$ cat src/rtl/dac_cmd_scheduler.sv
// ---------------------------------------------------------------------------
// dac_cmd_scheduler
//
// Arbitrates DAC commands from two requesters (req0 = decoder command path,
// req1 = CPU/buffer path), holds the DAC target level, ramps the 12-bit DAC
// code toward it at a programmable rate and logs every granted command as a
// 25-bit record.
//
// Ports
//   clk                 rising-edge clock
//   rst_n               synchronous reset, ACTIVE HIGH (1 = reset asserted)
//   reqN_valid/cmd/amount/ready
//                       command handshake per requester (N = 0, 1)
//   dac_out, dac_en     DAC code and output enable
//   busy                ramp (or shutdown ramp) in progress
//   no_order            one-cycle pulse when a granted opcode is invalid
//   log_valid/log_data/log_ready
//                       log record handshake toward the log FIFO
//
// Log record: [24] source, [23:21] opcode, [20] accepted, [19:12] amount,
//             [11:0] target after the command.
// ---------------------------------------------------------------------------

// Per-requester handshake gate: a requester sees ready only while the
// scheduler is open for commands and it holds the grant.
module dac_cmd_req_lane #(
    parameter int IDX = 0
) (
    input  logic grant_any,
    input  logic grant_idx,
    input  logic open,
    input  logic valid,
    output logic ready,
    output logic fire
);
    assign ready = open && grant_any && (grant_idx == 1'(IDX));
    assign fire  = ready && valid;
endmodule

module dac_cmd_scheduler #(
    parameter int RAMP_DIV  = 4,
    parameter int RAMP_STEP = 64,
    parameter int AMT_SCALE = 16,
    parameter int LOG_WIDTH = 25
) (
    input  logic                 clk,
    input  logic                 rst_n,
    input  logic                 req0_valid,
    input  logic [2:0]           req0_cmd,
    input  logic [7:0]           req0_amount,
    output logic                 req0_ready,
    input  logic                 req1_valid,
    input  logic [2:0]           req1_cmd,
    input  logic [7:0]           req1_amount,
    output logic                 req1_ready,
    output logic [11:0]          dac_out,
    output logic                 dac_en,
    output logic                 busy,
    output logic                 no_order,
    output logic                 log_valid,
    output logic [LOG_WIDTH-1:0] log_data,
    input  logic                 log_ready
);
    localparam int NUM_REQ = 2;
    localparam int TICK_W  = $clog2(RAMP_DIV);

    localparam logic [2:0]  OP_ON  = 3'd1;
    localparam logic [2:0]  OP_OFF = 3'd2;
    localparam logic [2:0]  OP_INC = 3'd3;
    localparam logic [2:0]  OP_DEC = 3'd4;

    localparam logic [11:0]       STEP_MAX  = 12'(RAMP_STEP);
    localparam logic [12:0]       SCALE     = 13'(AMT_SCALE);
    localparam logic [TICK_W-1:0] TICK_LAST = TICK_W'(RAMP_DIV - 1);

    typedef enum logic [1:0] {
        S_OFF  = 2'd0,
        S_RAMP = 2'd1,
        S_HOLD = 2'd2,
        S_SHUT = 2'd3
    } state_t;

    typedef struct packed {
        logic        src;
        logic [2:0]  op;
        logic        acc;
        logic [7:0]  amt;
        logic [11:0] tgt;
    } log_rec_t;

    // ---------------- state ----------------
    state_t              state, state_n;
    logic [11:0]         target, target_n;
    logic [11:0]         dac_n;
    logic [TICK_W-1:0]   tick, tick_n;
    logic                last_grant, last_n;
    logic                no_order_n;
    logic                log_valid_n;
    logic [LOG_WIDTH-1:0] log_data_n;

    // ---------------- requester packing ----------------
    logic [NUM_REQ-1:0]        req_valid;
    logic [NUM_REQ-1:0][2:0]   req_cmd;
    logic [NUM_REQ-1:0][7:0]   req_amount;
    logic [NUM_REQ-1:0]        req_ready;
    logic [NUM_REQ-1:0]        req_fire;

    assign req_valid  = {req1_valid, req0_valid};
    assign req_cmd    = {req1_cmd, req0_cmd};
    assign req_amount = {req1_amount, req0_amount};
    assign req0_ready = req_ready[0];
    assign req1_ready = req_ready[1];

    // ---------------- arbitration ----------------
    logic grant_any, grant_idx, open, hs;
    logic [2:0] cmd_sel;
    logic [7:0] amt_sel;

    // On a tie the requester that did not win last time gets the grant.
    always_comb begin
        grant_any = |req_valid;
        if (&req_valid) grant_idx = ~last_grant;
        else            grant_idx = req_valid[1];
    end

    // Commands are only taken while idle (OFF/HOLD) and the log slot is free.
    assign open = ((state == S_OFF) || (state == S_HOLD)) && !log_valid && !rst_n;

    for (genvar i = 0; i < NUM_REQ; i++) begin : g_lane
        dac_cmd_req_lane #(.IDX(i)) u_lane (
            .grant_any (grant_any),
            .grant_idx (grant_idx),
            .open      (open),
            .valid     (req_valid[i]),
            .ready     (req_ready[i]),
            .fire      (req_fire[i])
        );
    end

    assign hs      = |req_fire;
    assign cmd_sel = req_cmd[grant_idx];
    assign amt_sel = req_amount[grant_idx];

    // ---------------- target arithmetic ----------------
    // 13-bit intermediates: bit 12 flags overflow on INC and borrow on DEC,
    // which turns into saturation at 4095 / 0 instead of wrapping.
    logic [12:0] scaled, inc_sum, dec_diff;
    logic [11:0] inc_tgt, dec_tgt;

    always_comb begin
        scaled   = {5'b0, amt_sel} * SCALE;
        inc_sum  = {1'b0, target} + scaled;
        dec_diff = {1'b0, target} - scaled;
        inc_tgt  = inc_sum[12]  ? 12'hFFF : inc_sum[11:0];
        dec_tgt  = dec_diff[12] ? 12'h000 : dec_diff[11:0];
    end

    // ---------------- ramp datapath ----------------
    logic        ramp_up;
    logic [11:0] gap, step, dac_stepped;
    logic        tick_last;

    always_comb begin
        ramp_up     = target > dac_out;
        gap         = ramp_up ? (target - dac_out) : (dac_out - target);
        step        = (gap > STEP_MAX) ? STEP_MAX : gap;
        dac_stepped = ramp_up ? (dac_out + step) : (dac_out - step);
        tick_last   = (tick == TICK_LAST);
    end

    // ---------------- next state / outputs ----------------
    logic     acc;
    log_rec_t rec;

    always_comb begin
        state_n     = state;
        target_n    = target;
        dac_n       = dac_out;
        tick_n      = tick;
        last_n      = last_grant;
        no_order_n  = 1'b0;
        log_valid_n = log_valid;
        log_data_n  = log_data;
        acc         = 1'b1;
        rec         = '0;

        // Record is consumed; the data register simply keeps its last value.
        if (log_valid && log_ready) log_valid_n = 1'b0;

        case (state)
            S_RAMP, S_SHUT: begin
                if (tick_last) begin
                    tick_n = '0;
                    dac_n  = dac_stepped;
                    // Leave the ramp on the same edge the code lands on target.
                    if (dac_stepped == target)
                        state_n = (state == S_RAMP) ? S_HOLD : S_OFF;
                end else begin
                    tick_n = tick + TICK_W'(1);
                end
            end
            default: begin
                if (hs) begin
                    last_n      = grant_idx;
                    log_valid_n = 1'b1;
                    case (cmd_sel)
                        OP_ON: begin
                            if (state == S_OFF) begin
                                state_n = (dac_out == target) ? S_HOLD : S_RAMP;
                                tick_n  = '0;
                            end
                        end
                        OP_OFF: begin
                            target_n = '0;
                            if (state == S_HOLD) begin
                                state_n = S_SHUT;
                                tick_n  = '0;
                            end
                        end
                        OP_INC, OP_DEC: begin
                            target_n = (cmd_sel == OP_INC) ? inc_tgt : dec_tgt;
                            if ((state == S_HOLD) && (target_n != dac_out)) begin
                                state_n = S_RAMP;
                                tick_n  = '0;
                            end
                        end
                        default: begin
                            acc        = 1'b0;
                            no_order_n = 1'b1;
                        end
                    endcase
                    rec.src    = grant_idx;
                    rec.op     = cmd_sel;
                    rec.acc    = acc;
                    rec.amt    = amt_sel;
                    rec.tgt    = target_n;
                    log_data_n = LOG_WIDTH'(rec);
                end
            end
        endcase
    end

    always_ff @(posedge clk) begin
        if (rst_n) begin
            state      <= S_OFF;
            target     <= '0;
            dac_out    <= '0;
            tick       <= '0;
            last_grant <= 1'b1;
            no_order   <= 1'b0;
            log_valid  <= 1'b0;
            log_data   <= '0;
        end else begin
            state      <= state_n;
            target     <= target_n;
            dac_out    <= dac_n;
            tick       <= tick_n;
            last_grant <= last_n;
            no_order   <= no_order_n;
            log_valid  <= log_valid_n;
            log_data   <= log_data_n;
        end
    end

    assign dac_en = (state != S_OFF);
    assign busy   = (state == S_RAMP) || (state == S_SHUT);

endmodule

$ cat config.mk
export PLATFORM = sky130hd
export DESIGN_NAME = dac_cmd_scheduler
export DESIGN_NICKNAME = d
export VERILOG_FILES = /design/src/rtl/dac_cmd_scheduler.sv
export SDC_FILE = /design/constraint.sdc
export NUM_CORES = 1
export LEC_CHECK = 0
export ABC_AREA = 1
export CAP_MARGIN = 20
export CORE_MARGIN = 2
export CORE_UTILIZATION = 62
export DETAILED_ROUTE_END_ITERATION = 6
export GPL_TIMING_DRIVEN = 1
export PLACE_DENSITY = 0.88
export SETUP_SLACK_MARGIN = 0.02
export SYNTH_ARGS = -nofsm -noshare
export SYNTH_HDL_FRONTEND = slang
export SYNTH_SLANG_ARGS = --single-unit
$ cat constraint.sdc
create_clock -name clk -period 8.56 [get_ports clk]
set_input_delay 1.284 -clock clk [delete_from_list [all_inputs] [get_ports clk]]
set_output_delay 1.284 -clock clk [all_outputs]
set_load 0.01 [all_outputs]
Yosys cells after proc, flatten, opt, wreduce, memory -nomap -nowiden
Cells that the tools add are included.

Input port bits: 27. Memory bits (read-only): 0. Logic and storage cells: 100. Memories: 0. Output and inout port bits: 43. Register bits after elaboration: 56. RAM bits: 0. Latch bits: 0.

Bitwise gates (word level): 4. Reduce and logical (&&, ||, !) cells: 28. Muxes and demuxes: 34. Add/sub/neg operators: 7. $lt $le $gt $ge: 3. Divide/modulo/power cells: 0. Multipliers: 0. Equal/unequal tests: 16. Shifts and indexed selects: 0.

Operators by type and width (number): $mux 12 (6); $sub 12x12->12 (3); $mux 2 (15); $eq 12x12->1 (2); $pmux 12 s2 (1); $mux 8 (2); $add 12x12->13 (1); $sub 12x12->13 (1); $add 12x12->12 (1); $gt 12x12->1 (1); $gt 12x7->1 const B (1); $ne 12x12->1 (1); $pmux 2 s3 (2); $logic_and 1x1->1 (9); $reduce_or 2->1 (4); $reduce_or 4->1 (2); $reduce_and 7->1 (1); $eq 2x2->1 const B (3); $eq 3x2->1 const B (2); $mux 1 (6); $mux 3 (2); $ne 3x3->1 const B (2); $reduce_and 2->1 (3); $reduce_and 5->1 (1); other kinds (13) (20).

Depth between registers and ports, before layout
Gate-level depths: netlist of the first run.

Depth in word-level cells: 13. Depth in mapped cells: 46. Depth with buffers taken out: 45.

Cells and area by module
A second synthesis of the first run with hierarchy kept.

Cell total of the unflattened synthesis: 880. Area total of the unflattened synthesis: 5266.3 um2.

By module, submodules not included: dac_cmd_scheduler (seq. area each 880.8 um2, cells an instance 871, area each 5215.0 um2, times used 1); dac_cmd_req_lane at g_lane[0].u_lane (seq. area each 0.0 um2, cells an instance 5, area each 27.5 um2, times used 1); dac_cmd_req_lane at g_lane[1].u_lane (seq. area each 0.0 um2, cells an instance 4, area each 23.8 um2, times used 1).

Least setup slack after synthesis of the first run
Ideal clock, no wire load.

Path type: reg-to-reg. Start: register with a tool-made name. End: register state[1]. Path buffers: 1. Data arrival time: 4.706 ns. Required time: 8.446 ns. Period minus slack after synthesis: 4.820 ns. Setup time: 0.114 ns. Path slack: 3.740 ns. Stages on the path, launching flop included: 39. Cells stage by stage: dfxtp_1 inv_1 ha_1 fa_1 inv_1 nand3_1 nand2_1 nand3_2 nand3_4 nand2_8 buf_12 nand2_2 nand2_2 nor2_2 nand3_1 nand2_2 nand2_4 nor2_1 [3 not listed] nor2_1 a21oi_2 xnor2_1 ha_1 a21oi_1 o21ai_0 a31oi_1 nor2_1 nor2_1 xor2_1 xor2_1 nand3_1 nor2_1 nand3_1 nand2_1 nand2_2 nor2_1 nor2_2.

RTL lines: end signal, assigned (RTL line 254) `state <= state_n;`; end, declared (RTL line 92) `state_t state, state_n;`.

Worst setup path after layout of the first run
Start: register dac_out[9]. End: register state[1].

Cells in the longest elaborated chain, start to end: 9. Elaborated cells on any way between the ends: 21. Those cells by class: 4 x add/sub; 2 x order compare; 5 x eq/ne; 8 x mux; 2 x reduce/logical.

RTL lines: start, declared (RTL line 56) `output logic [11:0] dac_out,`; start signal, assigned (RTL line 256) `dac_out <= dac_n;`; $sub 12x12->12 / $gt 12x12->1 (equally long branches) (RTL line 165, 164); $mux 12 (RTL line 165) `gap = ramp_up ? (target - dac_out) : (dac_out - target);`; $gt 12x7->1 (RTL line 166) `step = (gap > STEP_MAX) ? STEP_MAX : gap;`; $mux 12 (RTL line 166); $sub 12x12->12 / $add 12x12->12 (equally long branches) (RTL line 167) `dac_stepped = ramp_up ? (dac_out + step) : (dac_out - step);`; $mux 12 (RTL line 167); $eq 12x12->1 (RTL line 196) `if (dac_stepped == target)`; $ne 2x2->1 (no line); $reduce_and 7->1 (no line).

Parallel ways exist; a longest one is shown, timed or not. The select of a mux whose other input is x is not followed. A chain may end at the register's enable or synchronous reset.

==> impl_results.md, run 1 <==
* Status: completed
* Main area contributors after synthesis: nand2_1, dfxtp_1, ha_1
* Vias per cell at 5.54
* Post-CTS setup buffer count at 0
* Ys flop type: dfxtp_1
* Number of global-route vias before repair at 5,562
* Die Width at 98.0 µm
* Final Hold Violating Endpoints at 0
* Io pins at 70
* Post-Syn Area at 5480 µm²
* #FFs+latches synth at 44
* Achievable Freq at 0.173 GHz
* CTS H-tree lvls at 2
* Post-synth top area share at 19.3%
* FF-to-FF End: state[1]
* CP top delay family: simple AND/OR/NAND/NOR gates
* Fraction of registers with async set/reset at 0%
* Cell repeated most along the worst path: nand2_1
* Row cnt at 34
* Max-slew violation count at 0
* Worst path slowest cell: dfxtp_1
* Hold/Removal Path Class: reg -> reg
* Min-Delay Path Depth at 2
* Total GRT Usage at 31.9%
* Critical path class: reg -> reg
* Period utilization at 67.4%
* Avg Cell Area, Syn at 5.97 µm²
* Hold path start: last_grant
* Grt ovf at 0
* Initial Util at 63.4%
* PortBufs at 69
* CTS Hold Buffers Added at 0
* RSZ-0062 raised after global routing: false
* GP Congestion at 1.08
* Worst path arrival time at 6.02 ns
* WHS at 0.494 ns
* Crit path buf inv count at 4
* CTS tree: built
* Layout cells sized above 1 at 5.78%
* Global route hottest layer: met2
* Layout Nets at 1,053
* Area after DPL at 6180 µm²
* Actual slew at the worst max-slew pin at 1.05 ns
* Slew headroom at 30.0%
* Met3 Track Usage GR at 4.80%
* Die area at 9600 µm²
* P_leak at 3.30 nW
* Global-route wire length before repair at 25.5 mm
* Filler cell count at 770
* Place WS at 2.88 ns
* Post-synth top cells: nand2_1, inv_1, nand3_1
* Power Density at 113 nW/µm²
* GRT met2 Usage at 57.1%
* Largest net degree at the start of global routing at 27
* WL/cell at 14.4 µm
* Max incr delay on CP at 0.51 ns
* Worst endpoint required time at 8.81 ns
* Top-count cell post-synth: nand2_1
* Max rail drop VDD at 107 µV
* Max FO, Critical Path at 18
* Final std cells w/o fill at 1,077
* Num CTS Buffers at 5
* GRT met1 Usage at 38.1%
* Count of cells resized by post-cts repair at 0
* Clock Skews at 0.0117 ns
* Clock Tree Buf Depth at 2
* DRT iter0 DRCs at 312
* First-pass iteration count of the detailed router at 4
* Antenna cells at 0
* Die height at 98.0 µm
* Worst-Skew Late Latency at 0.31 ns
* Area delta synth->final at 15.0%
* CORE AREA at 8640 µm²
* Design Power at 0.711 mW
* Post-synth cell types at 42
* Final Worst Setup Slack at 2.79 ns
* Setup crit start kind: flip-flop
* Crit. End Element: flip-flop
* Sequential share of the synthesized area at 16.1%
* Antenna violations before repair at 0
* Setup TNS at 0 ns
* WHS Endpoint: last_grant
* Post-layout min period at 5.77 ns
* Clk slew on worst S/H paths at 0.10 ns
* HPWL after DPL at 12.4 mm
* Post-Syn Nets at 1,002
* Post-synthesis cell count at 917
* Worst r2r src: dac_out[9]
* Remaining antenna violation count at 0
* Post-Route Utilization at 72.9%
* Max_cap viols at 0
* Cell taking the most area after synthesis: nand2_1
* Routed via count at 5,967
* CTS sink count at 44
* Final number of setup-violating endpoints at 0
* Reg2Reg Setup Slack at 2.79 ns
* Final instance area at 6300 µm²
* Placed cells at 1,069
* Final Routed Wirelength at 15.6 mm
* EDFF count, synth at 0
* Synth warn at 0
* Drt drc at 0
* Worst R2R Path Depth at 37
* Clk root buf: clkbuf_8
## worst max path at each step
stage / start / endpoint / cells after the start
6_report: dac_out[9] / state[1] / 37
2_1_floorplan: flip-flop / state[1] / 38
3_5_place_dp: dac_out[9] / state[1] / 37
5_1_grt: dac_out[3] / state[0] / 37
4_1_cts: dac_out[9] / state[1] / 37
3_3_place_gp: flip-flop / state[0] / 38
## worst register-to-register path, delay by kind of cell (launching register included)
| family | cells | cell delay (ns) |
|---|---|---|
| AO/OA/AOI/OAI | 5 | 1.04 |
| XOR/XNOR | 3 | 0.59 |
| adder cells (fa/ha/maj) | 3 | 0.92 |
| buffers and inverters | 4 | 0.36 |
| flip-flops | 1 | 0.51 |
| AND/OR/NAND/NOR | 22 | 2.31 |
## layout make-up
cell class              instances  area [µm²]  area share [%]
clock buffers                   6        82.6            1.31
clock inverters                 2        38.8           0.616
inverters                     147         557            8.84
multi-input cells             700        3910            62.0
repair buffers                 70         698            11.1
well taps                     108         135            2.15
flip-flops and latches         44         881            14.0
## power breakdown
| part | total, mW | internal [mW] | switching [mW] |
|---|---|---|---|
| clock | 0.177 | 0.0956 | 0.0810 |
| combinational | 0.311 | 0.118 | 0.194 |
| sequential | 0.223 | 0.215 | 0.00822 |
| total | 0.711 | 0.428 | 0.283 |
## cells by family after synthesis
kind of cell             after synthesis  share of synthesized area (%)
flip-flops                            44                           16.1
AND/OR/NAND/NOR                      469                           37.8
adder cells (fa/ha/maj)               58                           13.9
XOR/XNOR                              40                           6.40
multiplexers                           1                          0.183
AO/OA/AOI/OAI                        132                           12.8
buffers and inverters                173                           12.8
## per-layer routing
layer / wire (µm) / vias to the layer above
met5: 0 / -
met4: 499 / 0
met3: 1040 / 43
met2: 7540 / 225
met1: 6480 / 2695
li1: - / 3004
## layout by cell type (no fill, tap or decap), drive strengths merged, types with 5 or more instances in the layout
| cell | n |
|---|---|
| nand2 | 294 |
| xor2 | 31 |
| xnor2 | 9 |
| clkdlybuf4s50 | 69 |
| nor2 | 59 |
| nand4 | 17 |
| a21oi | 71 |
| o21ai | 50 |
| nand3 | 81 |
| inv | 146 |
| dfxtp | 44 |
| or2 | 10 |
| clkbuf | 6 |
| ha | 53 |
| fa | 5 |
No activity file was read; power rests on OpenSTA's default activity.
==> run 2, diff against run 1 <==
--- a/config.mk
+++ b/config.mk
@@ -8,10 +8,10 @@
 export ABC_AREA = 1
 export CAP_MARGIN = 20
 export CORE_MARGIN = 2
-export CORE_UTILIZATION = 62
+export CORE_UTILIZATION = 58
 export DETAILED_ROUTE_END_ITERATION = 6
 export GPL_TIMING_DRIVEN = 1
-export PLACE_DENSITY = 0.88
+export PLACE_DENSITY = 0.83
 export SETUP_SLACK_MARGIN = 0.02
 export SYNTH_ARGS = -nofsm -noshare
 export SYNTH_HDL_FRONTEND = slang
==> constraint.sdc (replaced) <==
create_clock -name clk -period 6.1 [get_ports clk]
set_input_delay 0.915 -clock clk [delete_from_list [all_inputs] [get_ports clk]]
set_output_delay 0.915 -clock clk [all_outputs]
set_load 0.01 [all_outputs]
==> run 2 against run 1 <==
Fmax is 4.4% higher. First-iteration DRC count is 58% higher. Largest cell class unchanged. Die area is 6.6% higher. Critical endpoint unchanged. Cell count is 0.65% higher. Worst setup slack worse by 2.2 ns. Register-to-register slack worse by 2.2 ns. Clock power is 36% higher. Clock-buffer cell count is 1 lower. Power is 40% higher. Combinational power is 42% higher. Critical path type unchanged.
==> impl_results.md, run 2 (synthesized netlist as in run 1, its figures left out) <==
* Status: completed (unchanged)
* Final Hold Violating Endpoints at 0 (unchanged)
* Final Routed Wirelength at 15.8 mm (was 15.6 mm)
* Die height at 101 µm (was 98.0 µm)
* Routed via count at 5,986 (was 5,967)
* Antenna violations before repair at 0 (unchanged)
* End of the critical path: state[1] (unchanged)
* Clock Tree Buf Depth at 2 (unchanged)
* Clock Skews at 0.0114 ns (was 0.0117 ns)
* Grt ovf at 0 (unchanged)
* PortBufs at 69 (unchanged)
* Slew headroom at 37.7% (was 30.0%)
* Multi-input logic area at 3910 µm² (unchanged)
* Initial Util at 59.6% (was 63.4%)
* Cell repeated most along the worst path: nor2_1 (was nand2_1)
* Hold path start: last_grant (unchanged)
* Layout Nets at 1,057 (was 1,053)
* Max incr delay on CP at 0.43 ns (was 0.51 ns)
* Seq. cell area at 881 µm² (unchanged)
* Die Width at 101 µm (was 98.0 µm)
* Largest net degree at the start of global routing at 28 (was 27)
* Max FO, Critical Path at 18 (unchanged)
* FF-to-FF End: state[1] (unchanged)
* Actual slew at the worst max-slew pin at 0.924 ns (was 1.05 ns)
* Post-layout min period at 5.53 ns (was 5.77 ns)
* CTS sink count at 44 (unchanged)
* Drt drc at 0 (unchanged)
* Hold/Removal Path Class: reg -> reg (unchanged)
* Period utilization at 90.6% (was 67.4%)
* Worst endpoint required time at 6.32 ns (was 8.81 ns)
* Reg2Reg Setup Slack at 0.57 ns (was 2.79 ns)
* Setup crit start kind: flip-flop (unchanged)
* Worst path arrival time at 5.74 ns (was 6.02 ns)
* Max_cap viols at 0 (unchanged)
* WHS at 0.504 ns (was 0.494 ns)
* DRT iter0 DRCs at 494 (was 312)
* Worst-Skew Late Latency at 0.31 ns (about the same)
* Post-Route Utilization at 68.8% (was 72.9%)
* Clk root buf: clkbuf_8 (unchanged)
* WL/cell at 14.6 µm (was 14.4 µm)
* Max rail drop VDD at 139 µV (was 107 µV)
* Most common cell after layout, fill and taps aside: nand2_1 (unchanged)
* Final number of setup-violating endpoints at 0 (unchanged)
* GP Congestion at 0.999 (was 1.08)
* Most frequent cells in the layout: nand2_1, inv_1, nand3_1, clkdlybuf4s50_1, a21oi_1 (unchanged)
* Row cnt at 35 (was 34)
* First-pass iteration count of the detailed router at 6 (was 4)
* Remaining antenna violation count at 0 (unchanged)
* Filler cell count at 887 (was 770)
* Global-route wire length before repair at 25.8 mm (was 25.5 mm)
* Setup TNS at 0 ns (unchanged)
* Vias per cell at 5.52 (was 5.54)
* Design Power at 0.997 mW (was 0.711 mW)
* RSZ-0062 raised after global routing: false (unchanged)
* Worst path slowest cell: dfxtp_1 (unchanged)
* Number of global-route vias before repair at 5,437 (was 5,562)
* Die area at 10,200 µm² (was 9600 µm²)
* CORE AREA at 9200 µm² (was 8640 µm²)
* Critical path class: reg -> reg (unchanged)
* CTS H-tree lvls at 2 (unchanged)
* Num CTS Buffers at 5 (unchanged)
* Layout cells sized above 1 at 6.17% (was 5.78%)
* Clk slew on worst S/H paths at 0.10 ns (about the same)
* Area delta synth->final at 15.5% (was 15.0%)
* P_leak at 3.32 nW (was 3.30 nW)
* Antenna cells at 0 (unchanged)
* CTS tree: built (unchanged)
* HPWL after DPL at 12.8 mm (was 12.4 mm)
* Total GRT Usage at 31.2% (was 31.9%)
* Io pins at 70 (unchanged)
* Crit. End Element: flip-flop (unchanged)
* Achievable Freq at 0.181 GHz (was 0.173 GHz)
* Final instance area at 6330 µm² (was 6300 µm²)
* Max-slew violation count at 0 (unchanged)
* Power Density at 158 nW/µm² (was 113 nW/µm²)
* Area after DPL at 6200 µm² (was 6180 µm²)
* Worst R2R Path Depth at 37 (unchanged)
==> run 2: final cells by class <==
cell class	instances	share of cell area [%]
clock buffer	5	1.09
clock inverter	3	0.732
inverter	147	8.80
multi-input combinational	700	61.7
sequential	44	13.9
tap	111	2.20
timing repair buffer	74	11.5
==> run 2: per-stage QoR <==
stage               worst slack (ns)  cells
global route                  0.0289   1084
global placement               0.762   1074
floorplan                       1.28    917
detailed placement             0.630   1074
CTS                            0.569   1082
finish                         0.575   1084
==> run 2: how the worst min path moves through the flow <==
stage                       to  depth (start not counted)
detailed placement  last_grant                          2
floorplan           last_grant                          2
global placement    last_grant                          2
CTS                 last_grant                          2
finish              last_grant                          2
global route        last_grant                          2
==> run 2: worst max-delay path, delay by kind of cell, from the launching register on <==
| family | cells | cell delay (ns) |
|---|---|---|
| and+or+nand+nor | 23 | 2.34 |
| adders and majority gates | 4 | 1.10 |
| AOI/OAI and AO/OA | 4 | 0.65 |
| xor gates and xnor gates | 3 | 0.58 |
| DFF | 1 | 0.43 |
| buffers and inverters | 3 | 0.27 |
==> run 2: power by group <==
group / switching, mW / internal (mW) / total (mW)
Combinational: 0.272 / 0.171 / 0.443
Sequential: 0.0113 / 0.302 / 0.313
Clock: 0.118 / 0.124 / 0.241
==> run 2: per-layer routing <==
| layer | wire (µm) | vias up | track usage (%) |
|---|---|---|---|
| li1 | - | 3014 | - |
| met1 | 7050 | 2666 | 42.2 |
| met2 | 7250 | 268 | 50.7 |
| met3 | 1170 | 38 | 5.45 |
| met4 | 373 | 0 | 9.98 |
| met5 | 0 | - | 0 |
==> run 2: what timing repair did <==
item	CTS	global route
endpoints found under the setup margin	0	2
gates resized for setup	0	1
buffers inserted	0	1
hold buffers	0	0
==> run 3, diff against run 2 <==
--- a/config.mk
+++ b/config.mk
@@ -7,8 +7,9 @@
 export LEC_CHECK = 0
 export ABC_AREA = 1
 export CAP_MARGIN = 20
-export CORE_MARGIN = 2
+export CORE_MARGIN = 8
 export CORE_UTILIZATION = 58
+export CTS_CLUSTER_DIAMETER = 50
 export DETAILED_ROUTE_END_ITERATION = 6
 export GPL_TIMING_DRIVEN = 1
 export PLACE_DENSITY = 0.83
==> run 3 against run 2 <==
Combinational power hardly changed. Flip-flop and latch count stayed put. First-iteration DRC count is 19% lower. Register-to-register slack worse by 0.11 ns. Die area is 25% higher. Critical path depth is 1 lower. Fmax is 1.9% lower. Wire length is 0.43% lower. Sequential power hardly changed. Sequential share of layout area hardly changed. Power is 0.58% lower.
==> impl_results.md, run 3 (synthesized netlist as in run 1, its figures left out) <==
* CTS tree: built (unchanged)
* Design Power at 0.991 mW (was 0.997 mW)
* Clk root buf: clkbuf_8 (unchanged)
* Placed cells at 1,073 (was 1,074)
* DRT iter0 DRCs at 400 (was 494)
* Worst path slowest cell: dfxtp_1 (unchanged)
* Antenna violations before repair at 0 (unchanged)
* Max_cap viols at 0 (unchanged)
* Setup crit start kind: flip-flop (unchanged)
* Seq. cell area at 882 µm² (was 881 µm²)
* CTS H-tree lvls at 2 (unchanged)
* Largest net degree at the start of global routing at 28 (unchanged)
* WL/cell at 14.6 µm (about the same)
* Crit. End Element: flip-flop (unchanged)
* Num CTS Buffers at 5 (unchanged)
* Actual slew at the worst max-slew pin at 0.863 ns (was 0.924 ns)
* PortBufs at 69 (unchanged)
* Drt drc at 0 (unchanged)
* Total GRT Usage at 24.4% (was 31.2%)
* WHS at 0.514 ns (was 0.504 ns)
* CTS Hold Buffers Added at 0 (unchanged)
* Clk slew on worst S/H paths at 0.09 ns (was 0.10 ns)
* Max rail drop VDD at 138 µV (was 139 µV)
* Post-Route Utilization at 68.8% (about the same)
* Multi-input logic area at 3920 µm² (was 3910 µm²)
* Die area at 12,800 µm² (was 10,200 µm²)
* Global-route wire length before repair at 25.9 mm (was 25.8 mm)
* Clock Tree Buf Depth at 2 (unchanged)
* Post-layout min period at 5.63 ns (was 5.53 ns)
* GP Congestion at 0.968 (was 0.999)
* Status: completed (unchanged)
* Hold/Removal Path Class: reg -> reg (unchanged)
* Worst path arrival time at 5.88 ns (was 5.74 ns)
* Max-slew violation count at 0 (unchanged)
* Period utilization at 92.3% (was 90.6%)
* Remaining antenna violation count at 0 (unchanged)
* Achievable Freq at 0.178 GHz (was 0.181 GHz)
* Most common cell after layout, fill and taps aside: nand2_1 (unchanged)
* Slew headroom at 41.9% (was 37.7%)
* CTS sink count at 44 (unchanged)
* Row cnt at 35 (unchanged)
* Max FO, Critical Path at 18 (unchanged)
* Final Routed Wirelength at 15.8 mm (about the same)
* CORE AREA at 9200 µm² (unchanged)
* Final std cells w/o fill at 1,083 (was 1,084)
* Final Worst Setup Slack at 0.467 ns (was 0.575 ns)
* Final number of setup-violating endpoints at 0 (unchanged)
* Number of global-route vias before repair at 5,434 (was 5,437)
* Cell repeated most along the worst path: nand2_1 (was nor2_1)
* Max incr delay on CP at 0.49 ns (was 0.43 ns)
* Io pins at 70 (unchanged)
* Layout Nets at 1,056 (was 1,057)
* First-pass iteration count of the detailed router at 7 (was 6)
* P_leak at 3.31 nW (was 3.32 nW)
* Most frequent cells in the layout: nand2_1, inv_1, nand3_1, clkdlybuf4s50_1, a21oi_1 (unchanged)
* Worst endpoint required time at 6.35 ns (was 6.32 ns)
* Die height at 113 µm (was 101 µm)
* Final Hold Violating Endpoints at 0 (unchanged)
* Area delta synth->final at 15.6% (was 15.5%)
* Final instance area at 6330 µm² (about the same)
* Clock Skews at 0.0110 ns (was 0.0114 ns)
* Initial Util at 59.6% (unchanged)
* Setup TNS at 0 ns (unchanged)
* Place WS at 0.518 ns (was 0.630 ns)
* Antenna cells at 0 (unchanged)
* Area after DPL at 6190 µm² (was 6200 µm²)
* Worst-Skew Late Latency at 0.30 ns (was 0.31 ns)
* Power Density at 157 nW/µm² (was 158 nW/µm²)
* Routed via count at 5,839 (was 5,986)
* Vias per cell at 5.39 (was 5.52)
* Grt ovf at 0 (unchanged)
* Critical path class: reg -> reg (unchanged)
* Die Width at 113 µm (was 101 µm)
* Layout cells sized above 1 at 6.48% (was 6.17%)
* Filler cell count at 891 (was 887)
* HPWL after DPL at 12.8 mm (about the same)
[run 3: critical path, delay by kind of cell (launching register included)]
family | cells | cell delay, ns
flip-flops | 1 | 0.49
XOR/XNOR | 3 | 0.64
AO/OA/AOI/OAI | 4 | 0.72
AND/OR/NAND/NOR | 22 | 2.46
buffers and inverters | 4 | 0.32
adder cells (fa/ha/maj) | 3 | 0.93
[run 3: cell type report]
class / count / area share [%]
Clock buffer: 5 / 1.09
Inverter: 147 / 8.80
Multi-Input combinational cell: 700 / 61.9
Clock inverter: 3 / 0.751
Sequential cell: 44 / 13.9
Timing Repair Buffer: 73 / 11.4
Tap cell: 111 / 2.19
[run 3: power breakdown]
group          internal (mW)  total (mW)  switching (mW)
sequential             0.301       0.312          0.0107
clock                  0.123       0.233           0.110
combinational          0.172       0.446           0.274
total                  0.597       0.991           0.395
[run 3: per-layer routing]
metal	track usage (%)	up-vias	wire length (µm)
li1	-	3014	-
met1	29.5	2564	6690
met2	41.5	228	7290
met3	5.91	33	1380
met4	7.99	0	419
met5	0	-	0
[run 3: final timing paths]
kind              start        to  slack, ns  cells after the start
max reg2reg  dac_out[4]  state[1]       0.47                     36
max          dac_out[4]  state[1]       0.47                     36
min             tick[1]   tick[1]       0.51                      2
min reg2reg     tick[1]   tick[1]       0.51                      2
[run 3: repair_timing]
item                       4_1_cts  5_1_grt
gates resized for setup          0        5
setup endpoints to repair        0        2
buffers inserted                 0        1
